`src/rtl/alu_rr_scheduler.sv`:
```
// ---------------------------------------------------------------------------
// alu_rr_scheduler
//   Shares a single 4-bit ALU (fourbitALU) between N_REQ requesters.
//   A round-robin arbiter grants one requester per IDLE cycle. The granted
//   opcode/operands are captured, executed for one cycle, and returned as a
//   registered response that is held until the consumer accepts it.
//
//   Optional feature: define ALU_STATS_EN to add saturating 16-bit counters
//   of completed responses (stat_ops) and of error responses (stat_errs).
//
// Ports
//   clk         in   1          clock, all state on rising edge
//   rst_n       in   1          asynchronous active-low reset
//   req_valid   in   N_REQ      per-requester request valid
//   req_op      in   3*N_REQ    per-requester opcode, slice [3*i+:3]
//   req_a       in   4*N_REQ    per-requester operand a, slice [4*i+:4]
//   req_b       in   4*N_REQ    per-requester operand b, slice [4*i+:4]
//   req_ready   out  N_REQ      one-hot grant (only ever set in IDLE)
//   rsp_valid   out  1          response valid
//   rsp_ready   in   1          response consumer ready
//   rsp_id      out  ID_W       requester that owns the response
//   rsp_result  out  5          ALU result
//   rsp_err     out  1          illegal opcode flag, result forced to 0
//   busy        out  1          FSM is not IDLE
//   stat_ops    out  16         (ALU_STATS_EN only) response handshakes
//   stat_errs   out  16         (ALU_STATS_EN only) error handshakes
// ---------------------------------------------------------------------------

package alu_pkg;
  typedef enum logic [2:0] {
    ALU_ADD = 3'd0,
    ALU_SUB = 3'd1,
    ALU_MUL = 3'd2,
    ALU_AND = 3'd3,
    ALU_DEC = 3'd4
  } alu_opcode_t;
endpackage

// Purely combinational 4-bit ALU with a 5-bit result. Subtraction,
// multiplication and decrement wrap modulo 32.
module fourbitALU (
  input  alu_pkg::alu_opcode_t i_op,
  input  logic [3:0]           i_a,
  input  logic [3:0]           i_b,
  output logic [4:0]           o_result
);
  logic [7:0] w_product;

  assign w_product = {4'b0000, i_a} * {4'b0000, i_b};

  always_comb begin
    o_result = 5'd0;
    case (i_op)
      alu_pkg::ALU_ADD: o_result = {1'b0, i_a} + {1'b0, i_b};
      alu_pkg::ALU_SUB: o_result = {1'b0, i_a} - {1'b0, i_b};
      alu_pkg::ALU_MUL: o_result = w_product[4:0];
      alu_pkg::ALU_AND: o_result = {1'b0, i_a & i_b};
      alu_pkg::ALU_DEC: o_result = {1'b0, i_a} - 5'd1;
      default:          o_result = 5'd0;
    endcase
  end
endmodule

module alu_rr_scheduler #(
  parameter  int N_REQ = 4,
  localparam int ID_W  = $clog2(N_REQ)
) (
  input  logic                 clk,
  input  logic                 rst_n,
  input  logic [N_REQ-1:0]     req_valid,
  input  logic [3*N_REQ-1:0]   req_op,
  input  logic [4*N_REQ-1:0]   req_a,
  input  logic [4*N_REQ-1:0]   req_b,
  output logic [N_REQ-1:0]     req_ready,
  output logic                 rsp_valid,
  input  logic                 rsp_ready,
  output logic [ID_W-1:0]      rsp_id,
  output logic [4:0]           rsp_result,
  output logic                 rsp_err,
  output logic                 busy
`ifdef ALU_STATS_EN
  ,
  output logic [15:0]          stat_ops,
  output logic [15:0]          stat_errs
`endif
);

  localparam logic [1:0] S_IDLE = 2'd0;
  localparam logic [1:0] S_EXEC = 2'd1;
  localparam logic [1:0] S_RESP = 2'd2;

  logic [1:0]      r_state;
  logic [ID_W-1:0] r_rrPtr;
  logic [2:0]      r_op;
  logic [3:0]      r_a;
  logic [3:0]      r_b;
  logic [ID_W-1:0] r_id;
  logic            r_rspValid;
  logic [ID_W-1:0] r_rspId;
  logic [4:0]      r_rspResult;
  logic            r_rspErr;

  logic [N_REQ-1:0]     w_grant;
  logic [ID_W-1:0]      w_grantId;
  logic [ID_W-1:0]      w_idx;
  logic [ID_W-1:0]      w_nextPtr;
  logic                 w_found;
  logic [2:0]           w_selOp;
  logic [3:0]           w_selA;
  logic [3:0]           w_selB;
  logic                 w_illegal;
  alu_pkg::alu_opcode_t w_aluOp;
  logic [4:0]           w_aluResult;
  logic                 w_rspFire;

  // Round-robin search starting at r_rrPtr. The first valid requester found
  // wins; its opcode/operands are muxed out here so the capture register
  // only needs the winner. Grants are suppressed outside IDLE.
  always_comb begin
    w_grant   = '0;
    w_grantId = '0;
    w_idx     = '0;
    w_found   = 1'b0;
    w_selOp   = '0;
    w_selA    = '0;
    w_selB    = '0;
    if (r_state == S_IDLE) begin
      for (int k = 0; k < N_REQ; k++) begin
        w_idx = ID_W'((int'(r_rrPtr) + k) % N_REQ);
        if (!w_found && req_valid[w_idx]) begin
          w_found          = 1'b1;
          w_grantId        = w_idx;
          w_grant[w_idx]   = 1'b1;
          w_selOp          = req_op[3*w_idx +: 3];
          w_selA           = req_a[4*w_idx +: 4];
          w_selB           = req_b[4*w_idx +: 4];
        end
      end
    end
  end

  // Pointer moves to just past the winner so that it has lowest priority
  // next time, which bounds every waiting requester to N_REQ grants.
  assign w_nextPtr = (w_grantId == ID_W'(N_REQ - 1)) ? '0 : w_grantId + 1'b1;

  // Illegal opcodes never reach the ALU; it sees ADD and the result is
  // discarded in favour of zero.
  assign w_illegal = (r_op > 3'b100);
  assign w_aluOp   = w_illegal ? alu_pkg::ALU_ADD : alu_pkg::alu_opcode_t'(r_op);

  fourbitALU u_alu (
    .i_op     (w_aluOp),
    .i_a      (r_a),
    .i_b      (r_b),
    .o_result (w_aluResult)
  );

  assign w_rspFire = r_rspValid & rsp_ready;

  // Main sequencer: IDLE captures a grant, EXEC registers the ALU output,
  // RESP holds the response until the consumer takes it.
  always_ff @(posedge clk or negedge rst_n) begin
    if (!rst_n) begin
      r_state     <= S_IDLE;
      r_rrPtr     <= '0;
      r_op        <= '0;
      r_a         <= '0;
      r_b         <= '0;
      r_id        <= '0;
      r_rspValid  <= 1'b0;
      r_rspId     <= '0;
      r_rspResult <= '0;
      r_rspErr    <= 1'b0;
    end else begin
      case (r_state)
        S_IDLE: begin
          if (w_found) begin
            r_op    <= w_selOp;
            r_a     <= w_selA;
            r_b     <= w_selB;
            r_id    <= w_grantId;
            r_rrPtr <= w_nextPtr;
            r_state <= S_EXEC;
          end
        end
        S_EXEC: begin
          r_rspResult <= w_illegal ? 5'd0 : w_aluResult;
          r_rspErr    <= w_illegal;
          r_rspId     <= r_id;
          r_rspValid  <= 1'b1;
          r_state     <= S_RESP;
        end
        S_RESP: begin
          if (w_rspFire) begin
            r_rspValid <= 1'b0;
            r_state    <= S_IDLE;
          end
        end
        default: r_state <= S_IDLE;
      endcase
    end
  end

`ifdef ALU_STATS_EN
  logic [15:0] r_statOps;
  logic [15:0] r_statErrs;

  // Saturating handshake counters; they stick at all-ones rather than wrap.
  always_ff @(posedge clk or negedge rst_n) begin
    if (!rst_n) begin
      r_statOps  <= '0;
      r_statErrs <= '0;
    end else if (w_rspFire) begin
      if (r_statOps != 16'hFFFF) begin
        r_statOps <= r_statOps + 16'd1;
      end
      if (r_rspErr && (r_statErrs != 16'hFFFF)) begin
        r_statErrs <= r_statErrs + 16'd1;
      end
    end
  end

  assign stat_ops  = r_statOps;
  assign stat_errs = r_statErrs;
`endif

  assign req_ready  = w_grant;
  assign rsp_valid  = r_rspValid;
  assign rsp_id     = r_rspId;
  assign rsp_result = r_rspResult;
  assign rsp_err    = r_rspErr;
  assign busy       = (r_state != S_IDLE);

endmodule

```
`config.mk`:
```
export PLATFORM = sky130hd
export DESIGN_NAME = alu_rr_scheduler
export DESIGN_NICKNAME = d
export VERILOG_FILES = /design/src/rtl/alu_rr_scheduler.sv
export SDC_FILE = /design/constraint.sdc
export NUM_CORES = 1
export LEC_CHECK = 0
export ABC_AREA = 1
export ABC_CLOCK_PERIOD_IN_PS = 2600
export CORE_UTILIZATION = 40
export CTS_CLUSTER_DIAMETER = 50
export DETAILED_ROUTE_END_ITERATION = 12
export GPL_TIMING_DRIVEN = 0
export PLACE_DENSITY = 0.66
export SLEW_MARGIN = 0
export SYNTH_ARGS = -nofsm -noshare
export SYNTH_HDL_FRONTEND = slang
export SYNTH_SLANG_ARGS = --single-unit
```
`constraint.sdc`:
```
create_clock -name clk -period 2.6 [get_ports clk]
set_input_delay 0.26 -clock clk [delete_from_list [all_inputs] [get_ports clk]]
set_output_delay 0.26 -clock clk [all_outputs]
set_load 0.05 [all_outputs]
```
==> impl_results.md <==
- Post-layout util: 57.9%
- GRT Residual Overflow: 0
- Via count of the first global-routing pass: 3,797
- EDFF count, synth: 0
- Area grow syn2layout: 38.9%
- Result of the run: complete, but fails checks
- Final hold vios: 0
- Failing checks: negative setup slack
- Syn Area/Cell: approximately 6.2 sq um
- Cell area after synthesis: between 3000 and 4000 sq um
- Diode count: 0
- Worst path required time: 2770 ps
- Die Width: around 95 microns
- Multi-input gate area: ~2500 sq um
- Setup violators final: 2
- Total Routing Usage GR: between 20% and 30%
- Largest net degree at the start of global routing: 27
- Nets: a little over 700
- H-tree levels: 1
- Initial antenna violation count: 0
- Dpl ws: -1110 ps
- Synthesized Nets: about 630
- Post-synthesis sequential area ratio: between 10% and 20%
- Fmax: 0.369 GHz
- Maxcap violations: 0
- Final Slew Violations: 0
- Worst hold slack: 491 ps
- First-pass GRT wire length: 18.0 mm
- Fin Clk Skew: around 2.4 ps
- Crit Path Category: reg -> reg
- # IOs: 65
- Register area: roughly 650 sq um
- Worst setup margin: -109 ps
- Clk_lat worst skew: approximately 270 ps
- Max-slew headroom: between 20 and 25%
- Full die area: 8980 sq um
- Final period util: 104%
- CTS tree: yes
- Initial DRC count: about 310
- Non-Filler Instances: 758
- Yosys warning total: 0
- #FFs+latches synth: 26
- Synth async-reset ratio: 100%
- # placed instances: about 730
- Core Region: about 8300 sq um
- Primary FF master, synth: dfrtp_1
- Crit Path Max Fanout: 2
- Share of cells above drive strength 1: between 10% and 20%
- Routed wire per std cell: around 14 microns
- Crit. End Element: flip-flop
- CTS Sinks: 26
- Via count: around 4,000
- Pre-Repair DR Iteration Count: 5
- Starting Density: approximately two fifths
- Unrepaired setup endpoints after global routing: true
- Post-DP HPWL: roughly 7.8 mm
- Period minus WS final: 2710 ps
- Die Ht: between 90 and 100 microns
- Final ANT Viol Nets: 0
- Cts bufs inserted: 3
- # rows: 33
- Maximum root-to-sink buffer count: 2
- FILL cells: 787
- DRT Wirelength: ~11 mm
- Root Driver: clkbuf_8
- Routability Congestion: about 0.84
- Post-synthesis cell type count: 36
- Synthesized instance count: between 500 and 600
- Port Buf Inserts: 64
- Startpoint Class: flip-flop
- WP data arrival: ~2900 ps
- Clock transition at path regs: ~90 ps
- # DRC: 0
- Worst Hold Class: reg -> reg
- CTS Hold Bufs: 0
- Worst Tran Pin Value: ~1100 ps
- Via-to-Cell Ratio: 5.39
[synthesized netlist by cell type (2+ instances only)]
| cell | number | area (sq um) |
|---|---|---|
| inv_2 | 3 | 11.3 |
| nand3_1 | 40 | 200 |
| o21ai_2 | 6 | 52.6 |
| nor3_1 | 4 | 20.0 |
| nor2_1 | 75 | 282 |
| clkbuf_1 | 6 | 22.5 |
| dfrtp_1 | 26 | 651 |
| fa_1 | 4 | 80.1 |
| nand4_1 | 14 | 87.6 |
| buf_4 | 2 | 15.0 |
| a22oi_1 | 4 | 30.0 |
| a21oi_1 | 10 | 50.1 |
| nand2_1 | 137 | 514 |
| nand3_4 | 2 | 35.0 |
| buf_6 | 4 | 45.0 |
| nand3_2 | 2 | 20.0 |
| buf_2 | 15 | 75.1 |
| inv_4 | 2 | 12.5 |
| nand2_4 | 4 | 45.0 |
| inv_1 | 66 | 248 |
| nand2_2 | 5 | 31.3 |
| xnor2_1 | 3 | 26.3 |
| o21ai_1 | 15 | 75.1 |
| xor2_1 | 3 | 26.3 |
| o21ai_0 | 64 | 320 |
| mux2i_1 | 19 | 190 |
| ha_1 | 13 | 163 |
[critical path, stage by stage, from the launching register on]
cell	delay, ps
dfrtp_2	450
nand2_2	80
inv_2	40
fa_1	500
inv_1	50
fa_1	480
inv_1	50
fa_2	340
xnor2_2	170
xnor2_2	140
nand2_1	70
nand2_1	70
o21ai_2	60
nand2_1	70
nand2_1	50
[registers in the layout, indices dropped and copies added, names as in the netlist]
signal,cells
rsp_result,5
rsp_err,1
r_state,2
rsp_valid,1
rsp_id,2
r_b,4
r_rrPtr,2
r_op,3
r_a,4
r_id,2
[stage by stage]
step | cell area [sq um] | setup TNS, ps
2_1_floorplan | 3500 | -0.548
3_3_place_gp | 4280 | -4460
3_5_place_dp | 4280 | -4950
4_1_cts | 4670 | -225
5_1_grt | 4780 | -630
6_report | 4780 | -133
[final cells by class]
class / instances / share of cell area, %
plain buffers: 24 / 4.11
clock buffers: 3 / 0.863
clock inverters: 1 / 0.628
inverters: 72 / 6.65
multi-input cells: 432 / 51.9
flip-flops and latches: 26 / 13.7
well taps: 105 / 2.75
repair buffers: 95 / 19.5
[repair_timing]
action	4_1_cts	5_1_grt
cloned	1	0
pin swaps	6	10
setup buffers	21	9
gates resized for setup	59	18
setup endpoints to repair	19	6
[per-layer routing]
metal | GRT usage (%) | wire length, microns | up-vias
met5 | 0 | 0 | -
met4 | 5.93 | 153 | 0
met3 | 2.98 | 693 | 16
met2 | 43.8 | 5240 | 173
met1 | 32.6 | 4650 | 1888
li1 | - | - | 2007
[cell families (layout without fill, tap and decap cells)]
logic type      count (synthesis)  after routing  synth area share (%)
simple gates                  287            287                  38.0
compound gates                103            103                  16.3
buf+inv                        99            195                  12.7
flops                          26             26                  18.9
mux                            19             19                  5.52
fa+ha+maj                      17             17                  7.05
xor+xnor                        6              6                  1.53
[path summary, 6_finish.rpt]
kind	from	endpoint	slack [ps]	cells after the start
setup / recovery	r_b[1]	rsp_result[4]	-110	14
hold / removal	r_id[0]	r_id[0]	490	2
setup reg to reg	r_b[1]	rsp_result[4]	-110	14
hold reg to reg	r_id[0]	r_id[0]	490	2
max in group asynchronous	rst_n	r_a[1]	1260	1
min in group asynchronous	rst_n	rsp_result[4]	590	1
[cells in the final DEF (no fill, tap or decap), drive strengths merged]
| cell type | instances |
|---|---|
| a21oi | 10 |
| a221oi | 1 |
| a22oi | 4 |
| a32o | 1 |
| buf | 52 |
| bufbuf | 1 |
| bufinv | 1 |
| clkbuf | 9 |
| clkdlybuf4s50 | 60 |
| clkinvlp | 4 |
| dfrtp | 26 |
| fa | 4 |
| ha | 13 |
| inv | 68 |
| mux2i | 19 |
| nand2 | 147 |
| nand3 | 44 |
| nand4 | 15 |
| nor2 | 77 |
| nor3 | 4 |
| o211ai | 1 |
| o21ai | 85 |
| o21bai | 1 |
| xnor2 | 3 |
| xor2 | 3 |
Power is not shown: default switching activity piles up to over one toggle a cycle in this logic, so the estimate is an artifact.
